File: config.mk
export PLATFORM = sky130hd
export DESIGN_NAME = mpe_sched
export DESIGN_NICKNAME = d
export VERILOG_FILES = /design/src/rtl/mpe_pkg.sv /design/src/rtl/mpe_addr_gen.sv /design/src/rtl/mpe_sched.sv
export SDC_FILE = /design/constraint.sdc
export NUM_CORES = 1
export LEC_CHECK = 0
export CORE_ASPECT_RATIO = 0.6
export CORE_MARGIN = 2
export CORE_UTILIZATION = 53
export DETAILED_ROUTE_END_ITERATION = 6
export PLACE_DENSITY = 0.81
export SYNTH_ARGS = -nofsm -noshare
export SYNTH_HDL_FRONTEND = slang
export SYNTH_SLANG_ARGS = --single-unit
export TNS_END_PERCENT = 30
File: constraint.sdc
create_clock -name clk -period 3.9 [get_ports clk]
set_input_delay 0.585 -clock clk [delete_from_list [all_inputs] [get_ports clk]]
set_output_delay 0.585 -clock clk [all_outputs]
set_load 0.05 [all_outputs]
File: src/rtl/mpe_pkg.sv
// Shared definitions for the matrix-PE command scheduler: sequencer states,
// default widths and the micro-op width.
package mpe_pkg;

    localparam int MPE_ADDR_W = 16;
    localparam int MPE_LEN_W  = 8;
    localparam int UOP_W      = 8;

    typedef enum logic [2:0] {
        ST_IDLE     = 3'd0,
        ST_UOP      = 3'd1,
        ST_STREAM   = 3'd2,
        ST_WAIT_RES = 3'd3,
        ST_DONE     = 3'd4
    } mpe_state_e;

endpackage

File: src/rtl/mpe_addr_gen.sv
// Beat-address generator for one operand stream (NRAM or WRAM).
// A start pulse loads the base address and beat count; afterwards the stream
// requests until len beats have been handed off, advancing only on handshake.
module mpe_addr_gen
    import mpe_pkg::*;
#(
    parameter int ADDR_W = MPE_ADDR_W,
    parameter int LEN_W  = MPE_LEN_W
) (
    input  logic              clk,
    input  logic              rst_n,
    input  logic              start,
    input  logic [ADDR_W-1:0] base,
    input  logic [LEN_W-1:0]  len,
    output logic              valid,
    input  logic              ready,
    output logic [ADDR_W-1:0] addr,
    output logic              finished
);

    logic             active;
    logic [LEN_W-1:0] len_q;
    logic [LEN_W-1:0] cnt;
    logic [LEN_W-1:0] cnt_nxt;
    logic             fire;

    assign valid    = active && (cnt != len_q);
    assign fire     = valid && ready;
    assign cnt_nxt  = cnt + LEN_W'(fire);
    // Finished includes the beat handed off this cycle so the sequencer can
    // leave the streaming phase right after the last handshake.
    assign finished = active && (cnt_nxt == len_q);

    // Load on start, then step address and issued count on each handshake.
    // Address arithmetic wraps naturally at the register width.
    always_ff @(posedge clk or negedge rst_n) begin
        if (!rst_n) begin
            active <= 1'b0;
            len_q  <= '0;
            cnt    <= '0;
            addr   <= '0;
        end else if (start) begin
            active <= 1'b1;
            len_q  <= len;
            cnt    <= '0;
            addr   <= base;
        end else if (fire) begin
            cnt    <= cnt_nxt;
            addr   <= addr + ADDR_W'(1);
        end
    end

endmodule

File: src/rtl/mpe_sched.sv
// Matrix-PE command scheduler: accepts one command, forwards its micro-op,
// streams neuron and weight beat requests, then waits for the PE result.
//
//   state       | meaning
//   ------------+-----------------------------------------------------------
//   ST_IDLE     | ready for a command (cmd_ready high)
//   ST_UOP      | offering the latched micro-op until uop_ready
//   ST_STREAM   | NRAM and WRAM request streams running independently
//   ST_WAIT_RES | both streams issued, waiting for the PE result
//   ST_DONE     | one-cycle done pulse, then back to idle
module mpe_sched
    import mpe_pkg::*;
#(
    parameter int ADDR_W = MPE_ADDR_W,
    parameter int LEN_W  = MPE_LEN_W
) (
    input  logic              clk,
    input  logic              rst_n,
    input  logic              cmd_valid,
    output logic              cmd_ready,
    input  logic [UOP_W-1:0]  cmd_uop,
    input  logic [ADDR_W-1:0] cmd_nbase,
    input  logic [ADDR_W-1:0] cmd_wbase,
    input  logic [LEN_W-1:0]  cmd_len,
    output logic              uop_valid,
    output logic [UOP_W-1:0]  uop,
    input  logic              uop_ready,
    output logic              nram_req_valid,
    output logic [ADDR_W-1:0] nram_req_addr,
    input  logic              nram_req_ready,
    output logic              wram_req_valid,
    output logic [ADDR_W-1:0] wram_req_addr,
    input  logic              wram_req_ready,
    input  logic              pe_vld_o,
    output logic              busy,
    output logic              done
);

    mpe_state_e        state;
    mpe_state_e        state_nxt;
    logic [UOP_W-1:0]  uop_q;
    logic [ADDR_W-1:0] nbase_q;
    logic [ADDR_W-1:0] wbase_q;
    logic [LEN_W-1:0]  len_q;
    logic              res_seen;
    logic              accept;
    logic              stream_start;
    logic              n_finished;
    logic              w_finished;

    assign accept       = cmd_valid && cmd_ready;
    assign stream_start = (state == ST_UOP) && uop_ready;
    assign uop          = uop_q;

    // Sequencer state register.
    always_ff @(posedge clk or negedge rst_n) begin
        if (!rst_n) begin
            state <= ST_IDLE;
        end else begin
            state <= state_nxt;
        end
    end

    // Command fields are captured on acceptance and held for the whole command.
    always_ff @(posedge clk or negedge rst_n) begin
        if (!rst_n) begin
            uop_q   <= '0;
            nbase_q <= '0;
            wbase_q <= '0;
            len_q   <= '0;
        end else if (accept) begin
            uop_q   <= cmd_uop;
            nbase_q <= cmd_nbase;
            wbase_q <= cmd_wbase;
            len_q   <= cmd_len;
        end
    end

    // A PE result can arrive before streaming ends; remember it so WAIT_RES
    // does not hang for a pulse that already happened.
    always_ff @(posedge clk or negedge rst_n) begin
        if (!rst_n) begin
            res_seen <= 1'b0;
        end else if (state == ST_DONE) begin
            res_seen <= 1'b0;
        end else if (pe_vld_o && ((state == ST_UOP) || (state == ST_STREAM))) begin
            res_seen <= 1'b1;
        end
    end

    // Next-state and handshake outputs.
    always_comb begin
        state_nxt = state;
        cmd_ready = 1'b0;
        uop_valid = 1'b0;
        busy      = 1'b1;
        done      = 1'b0;
        unique case (state)
            ST_IDLE: begin
                busy      = 1'b0;
                // Held low while reset is asserted even though state is idle.
                cmd_ready = rst_n;
                if (cmd_valid && rst_n) begin
                    state_nxt = (cmd_len != '0) ? ST_UOP : ST_DONE;
                end
            end
            ST_UOP: begin
                uop_valid = 1'b1;
                if (uop_ready) state_nxt = ST_STREAM;
            end
            ST_STREAM: begin
                if (n_finished && w_finished) state_nxt = ST_WAIT_RES;
            end
            ST_WAIT_RES: begin
                if (pe_vld_o || res_seen) state_nxt = ST_DONE;
            end
            ST_DONE: begin
                done      = 1'b1;
                state_nxt = ST_IDLE;
            end
            default: begin
                state_nxt = ST_IDLE;
            end
        endcase
    end

    mpe_addr_gen #(
        .ADDR_W (ADDR_W),
        .LEN_W  (LEN_W)
    ) u_nram_gen (
        .clk      (clk),
        .rst_n    (rst_n),
        .start    (stream_start),
        .base     (nbase_q),
        .len      (len_q),
        .valid    (nram_req_valid),
        .ready    (nram_req_ready),
        .addr     (nram_req_addr),
        .finished (n_finished)
    );

    mpe_addr_gen #(
        .ADDR_W (ADDR_W),
        .LEN_W  (LEN_W)
    ) u_wram_gen (
        .clk      (clk),
        .rst_n    (rst_n),
        .start    (stream_start),
        .base     (wbase_q),
        .len      (len_q),
        .valid    (wram_req_valid),
        .ready    (wram_req_ready),
        .addr     (wram_req_addr),
        .finished (w_finished)
    );

endmodule

Word-level counts from Yosys, hierarchy flattened
Cells that the tools add are included.
{ "totals": {"latchBits": 0, "elab_cells": 67, "out_inout_bits": 46, "in_bits": 55, "romBits": 0, "mem_count": 0, "ram_bits": 0, "register_bits": 109} }
{ "classes": {"bitwise": 0, "shift": 0, "n_mux": 20, "n_mul": 0, "reduce_logical": 19, "n_lt_le_gt_ge": 0, "n_eq_ne": 12, "add_sub_neg": 4, "n_div": 0} }
{ "op_table": {"columns": ["cell", "n"], "rows": [
  ["$mux W16", 4],
  ["$add A16 B1 Y16 const B", 2],
  ["$mux W8", 4],
  ["$add A8 B1 Y8", 2],
  ["$eq A8 B8 Y1", 2],
  ["$ne A8 B8 Y1", 2],
  ["$mux W3", 5],
  ["$pmux W3 S4", 1],
  ["$logic_and A1 B1 Y1", 11],
  ["$reduce_bool A8 Y1", 1],
  ["$eq A3 B2 Y1 const B", 2],
  ["$mux W1", 6],
  ["$ne A2 B2 Y1 const B", 3],
  ["$reduce_bool A2 Y1", 3],
  ["$reduce_and A4 Y1", 1],
  ["$eq A3 B1 Y1 const B", 1],
  ["$eq A3 B3 Y1 const B", 1],
  ["$logic_not A3 Y1", 1],
  ["$logic_or A1 B1 Y1", 2],
  ["$ne A2 B1 Y1 const B", 1]
]} }

Longest topological paths before layout
{ "logic_depth": {"ltp_word": 9, "depth_mapped": 14} }

Cells and area by module
A second synthesis with hierarchy kept.
{ "hier_totals": {"cells_unflattened": 537, "area_unflattened_um2": 6297.3} }
{ "modules_own_cells": {"columns": ["mod", "area_each_um2", "seq_area_each_um2", "cells_each", "n_inst"], "rows": [
  ["mpe_sched", 2195.9, 1301.2, 135, 1],
  ["mpe_addr_gen (u_wram_gen)", 2113.3, 825.8, 203, 1],
  ["mpe_addr_gen (u_nram_gen)", 1988.2, 825.8, 199, 1]
]} }

Least setup slack after synthesis
No wires, ideal clock.
{ "synth_path": {"path_kind": "register -> register", "start": "register u_nram_gen.cnt[6]", "end": "register state[0]", "arrival_ps": 2873, "n_path_buf": 2, "setup_slack_ps": 932, "stages_incl_launch_ff": 15, "period_less_slack_ps": 2968, "setup_time_ps": 95, "path_cell_list": "dfrtp_1 clkbuf_1 xor2_1 or4_4 o21ai_2 inv_2 buf_2 ha_1 ha_1 nor3_1 o22ai_1 nor2_1 o2111a_1 o2111ai_1 o31ai_1"} }
{ "synth_between": {"elab_chain_len": 9} }
{ "synth_lines": {"columns": ["element", "line_no", "source"], "rows": [
  ["start: declaration", "mpe_addr_gen.sv:23", "logic [LEN_W-1:0] cnt;"],
  ["start signal: assignment", "mpe_addr_gen.sv:48", "cnt <= cnt_nxt;"],
  ["$ne A8 B8 Y1", "mpe_addr_gen.sv:27", "assign valid = active && (cnt != len_q);"],
  ["$logic_and A1 B1 Y1", "mpe_addr_gen.sv:27", null],
  ["$logic_and A1 B1 Y1", "mpe_addr_gen.sv:28", "assign fire = valid && ready;"],
  ["$add A8 B1 Y8 (*)", "mpe_addr_gen.sv:29", "assign cnt_nxt = cnt + LEN_W'(fire);"],
  ["$eq A8 B8 Y1 (*)", "mpe_addr_gen.sv:32", "assign finished = active && (cnt_nxt == len_q);"],
  ["$logic_and A1 B1 Y1 (*)", "mpe_addr_gen.sv:32", null],
  ["$logic_and A1 B1 Y1 (*)", "mpe_sched.sv:112", "if (n_finished && w_finished) state_nxt = ST_WAIT_RES;"],
  ["$ne A2 B1 Y1 (no line) (*)", null, null],
  ["$reduce_and A4 Y1 (no line) (*)", null, null],
  ["end signal: assignment", "mpe_sched.sv:60", "state <= state_nxt;"],
  ["end: declaration", "mpe_sched.sv:39", "mpe_state_e state;"]
]} }
Every way passes the cells marked *; elsewhere a longest branch is shown, timed or not.
A chain may end at the register's enable or synchronous reset.

Final worst setup path
{ "layout_path": {"start": "register u_nram_gen.len_q[1]", "end": "register state[0]"} }
{ "layout_between": {"elab_chain_len": 9, "elab_cells_between_ends": 15, "cone_classes": "add/sub: 2; eq/ne: 5; reduce/logical: 8"} }
{ "layout_lines": {"columns": ["element", "line_no", "source"], "rows": [
  ["start: declaration", "mpe_addr_gen.sv:22", "logic [LEN_W-1:0] len_q;"],
  ["start signal: assignment", "mpe_addr_gen.sv:44", "len_q <= len;"],
  ["$ne A8 B8 Y1", "mpe_addr_gen.sv:27", null],
  ["$logic_and A1 B1 Y1", "mpe_addr_gen.sv:27", null],
  ["$logic_and A1 B1 Y1", "mpe_addr_gen.sv:28", null],
  ["$add A8 B1 Y8", "mpe_addr_gen.sv:29", null],
  ["$eq A8 B8 Y1", "mpe_addr_gen.sv:32", null],
  ["$logic_and A1 B1 Y1", "mpe_addr_gen.sv:32", null],
  ["$logic_and A1 B1 Y1 (*)", "mpe_sched.sv:112", null],
  ["$ne A2 B1 Y1 (no line) (*)", null, null],
  ["$reduce_and A4 Y1 (no line) (*)", null, null]
]} }
Marks and branches as above.

==> metrics.cfg <==
[sta]
period_needed_ns = 3.54
slew_viol_final = 0
tightest_slew_ns = 0.808
post-route-period-util_pct = 90.8
maxClockFrequency_mhz = 283
hold_viol = 0
clock_skew_ns = 0.00879
setup_viol = 0
setup_tns_ns = 0
rsz0062_at_grt = no
max-slew-margin-rel_pct = 46.1

[layout]
fillers = 733
multi_input_area_mm2 = 0.00260
nets = 671
antenna_cells = 0
register_area_mm2 = 0.00273
final_core_util_pct = 69.2
syn2layout_area_growth_pct = 25.4
drive_gt1_share_pct = 15.1

[power_and_ir_drop]
p_leak_nw = 2.80
worst_ir_drop_vdd_mv = 0.544
p_per_area_mw_per_mm2 = 822
power_w = 0.00566

[synth]
synth_compound_area_share_pct = 6.77
synth-simple-area-share_pct = 15.8
ys_seq_area_share_pct = 49.7
synth_top_cell_by_area = dfrtp_1
synthAdderAreaFrac_pct = 1.37
synth_top_family_by_area = simple AND/OR/NAND/NOR gates
syn-num-nets = 583
synthTopCellsByArea = dfrtp_1, mux2_2, xnor2_1
synth_xor_area_share_pct = 10.8
yosysWarningCount = 0
syn-cell-area_mm2 = 0.00549
yosysMostFrequentCell = dfrtp_1
synth_top_flop_cell = dfrtp_1
synth_edf_count = 0
syn_area_per_cell_um2 = 10.5
syn_inst = 522
synthArstFlopShare_pct = 100
synth.area.mux_share_pct = 12.4
yosysTopAreaCellShare_pct = 49.7
synth_seq_cells = 109
ys_types = 47
ys_top_cells_by_count = dfrtp_1, nand2_1, mux2_2, xnor2_1, xor2_1

[worst_setup_path]
crit_fanout = 13
startpoint_type = flop
worstPathArrival_ns = 3.80
r2r_slack_ns = 0.36
crit_type = flop to flop
cp_data_required_time_ns = 4.16
end_kind = flop
r2r_start = u_nram_gen.len_q[1]
startpoint = u_nram_gen.len_q[1]

[place]
io_buffers = 100
place.detailed.hpwl_um = 9020
place_congestion = 0.890

[floorplan]
dieHeight_um = 82.8
start_util_pct = 55.2
core_mm2 = 0.00995
io_pins = 101
rows = 28
die_w_um = 135
dieArea_mm2 = 0.0112

[detailed_routing]
drc = 0
wirelength_um = 12400
firstDrtPassIters = 4
drt-initial-drc-count = 275
vias = 4169
ant_nets = 0
avgViaCountPerCell = 5.57
routedWlPerCell_um = 16.6

[clocking]
clkTransAtPathRegs_ns = 0.07
clock_latency_ns = 0.35
clk_path_buf_depth = 2
cts.sinks = 109
cts_tree = done
post-cts-setup-buffers = 0
hold_buffers = 0
cts_made_buffers = 9
cts-htree-levels = 3
post_cts_resized = 0
cts_root_buf = clkbuf_16

[global_route]
grt_pass1_vias = 4188
grt-ovfl-total = 0
grt_usage_pct = 23.5
grt_max_degree = 66
antenna_found_initial = 0
grt_pass1_wl_um = 20800

[job]
cap_viol_max_count = 0

[hold_path]
hp-class = input pin to async pin

[outcome]
status = finished, final reports clean

==> state kept, by name, summed over array words and instances, names as in the netlist <==
name	flops
len_q	8
nbase_q	16
res_seen	1
state	3
u_nram_gen.active	1
u_nram_gen.addr	16
u_nram_gen.cnt	8
u_nram_gen.len_q	8
u_wram_gen.addr	16
u_wram_gen.cnt	8
uop	8
wbase_q	16
==> area by class of cell <==
| type | instances | area share (%) |
|---|---|---|
| Sequential cell | 109 | 39.6 |
| Tap cell | 135 | 2.45 |
| Multi-Input combinational cell | 373 | 37.8 |
| Inverter | 10 | 0.545 |
| Clock buffer | 10 | 3.47 |
| Clock inverter | 5 | 0.872 |
| Timing Repair Buffer | 107 | 15.3 |
==> worst max-delay path, stage by stage (launching register included) <==
cell and delay (ns):
dfrtp_1 0.44, xor2_1 0.19, or4_4 0.57, o21ai_2 0.48
inv_2 0.22, ha_1 0.28, ha_1 0.25, nand3_1 0.21
a21oi_1 0.11, o311ai_0 0.34, o2111ai_1 0.17, o31ai_1 0.21
==> path summary, 6_finish.rpt <==
check	cells past startpoint	to
hold / removal	1	u_nram_gen.addr[14]
hold reg to reg	2	u_nram_gen.addr[14]
setup reg to reg	11	state[0]
setup / recovery	11	state[0]
min in group clk	2	u_nram_gen.addr[14]
max in group asynchronous	3	u_wram_gen.cnt[4]
==> power breakdown <==
group / internal, W / leakage (nW) / switching, W / total, W
combinational: 0.00107 / 1.30 / 0.00154 / 0.00262
clock: 0.000515 / 0.150 / 0.000399 / 0.000914
sequential: 0.00163 / 1.34 / 0.000497 / 0.00213
==> per-layer routing <==
| metal | track usage (%) | up-vias | wire length (um) |
|---|---|---|---|
| li1 | - | 1979 | - |
| met1 | 33.8 | 2060 | 5910 |
| met2 | 35.1 | 122 | 5490 |
| met3 | 7.02 | 8 | 912 |
| met4 | 6.06 | 0 | 105 |
| met5 | 0 | - | 0 |
==> cells by family after synthesis <==
group                    Yosys count
AND/OR/NAND/NOR                  175
buffers and inverters             40
flip-flops                       109
AO/OA/AOI/OAI                     64
XOR/XNOR                          67
multiplexers                      61
adder cells (fa/ha/maj)            6
==> cell usage in the layout, fill, tap and decap left out, types with 2 or more instances in the layout <==
cell type,count
o21ai_0,27
nand2_1,63
clkdlybuf4s50_1,99
nand3_1,18
nand4_1,11
and3_1,14
clkbuf_16,9
nor3_1,14
clkinv_2,2
dfrtp_1,109
or3_1,2
ha_1,6
xnor2_1,38
a41oi_1,2
mux2i_1,5
nor4_1,6
nor2_1,26
nor3_2,7
xor2_1,28
and2_1,4
inv_1,9
o21ai_1,12
mux2_2,56
a21oi_1,10
buf_4,8
o2111ai_1,2
==> stage by stage <==
step	instance area [um2]	hold WS [ns]	setup WS, ns	std cells
3_5_place_dp	6590	0.465	0.381	734
5_1_grt	6880	0.158	0.0874	749
4_1_cts	6880	0.141	0.382	749
3_3_place_gp	6590	0.453	0.571	734
2_1_floorplan	5490	0.289	0.932	522
6_report	6880	0.142	0.360	749
No activity file was read; power rests on OpenSTA's default activity.
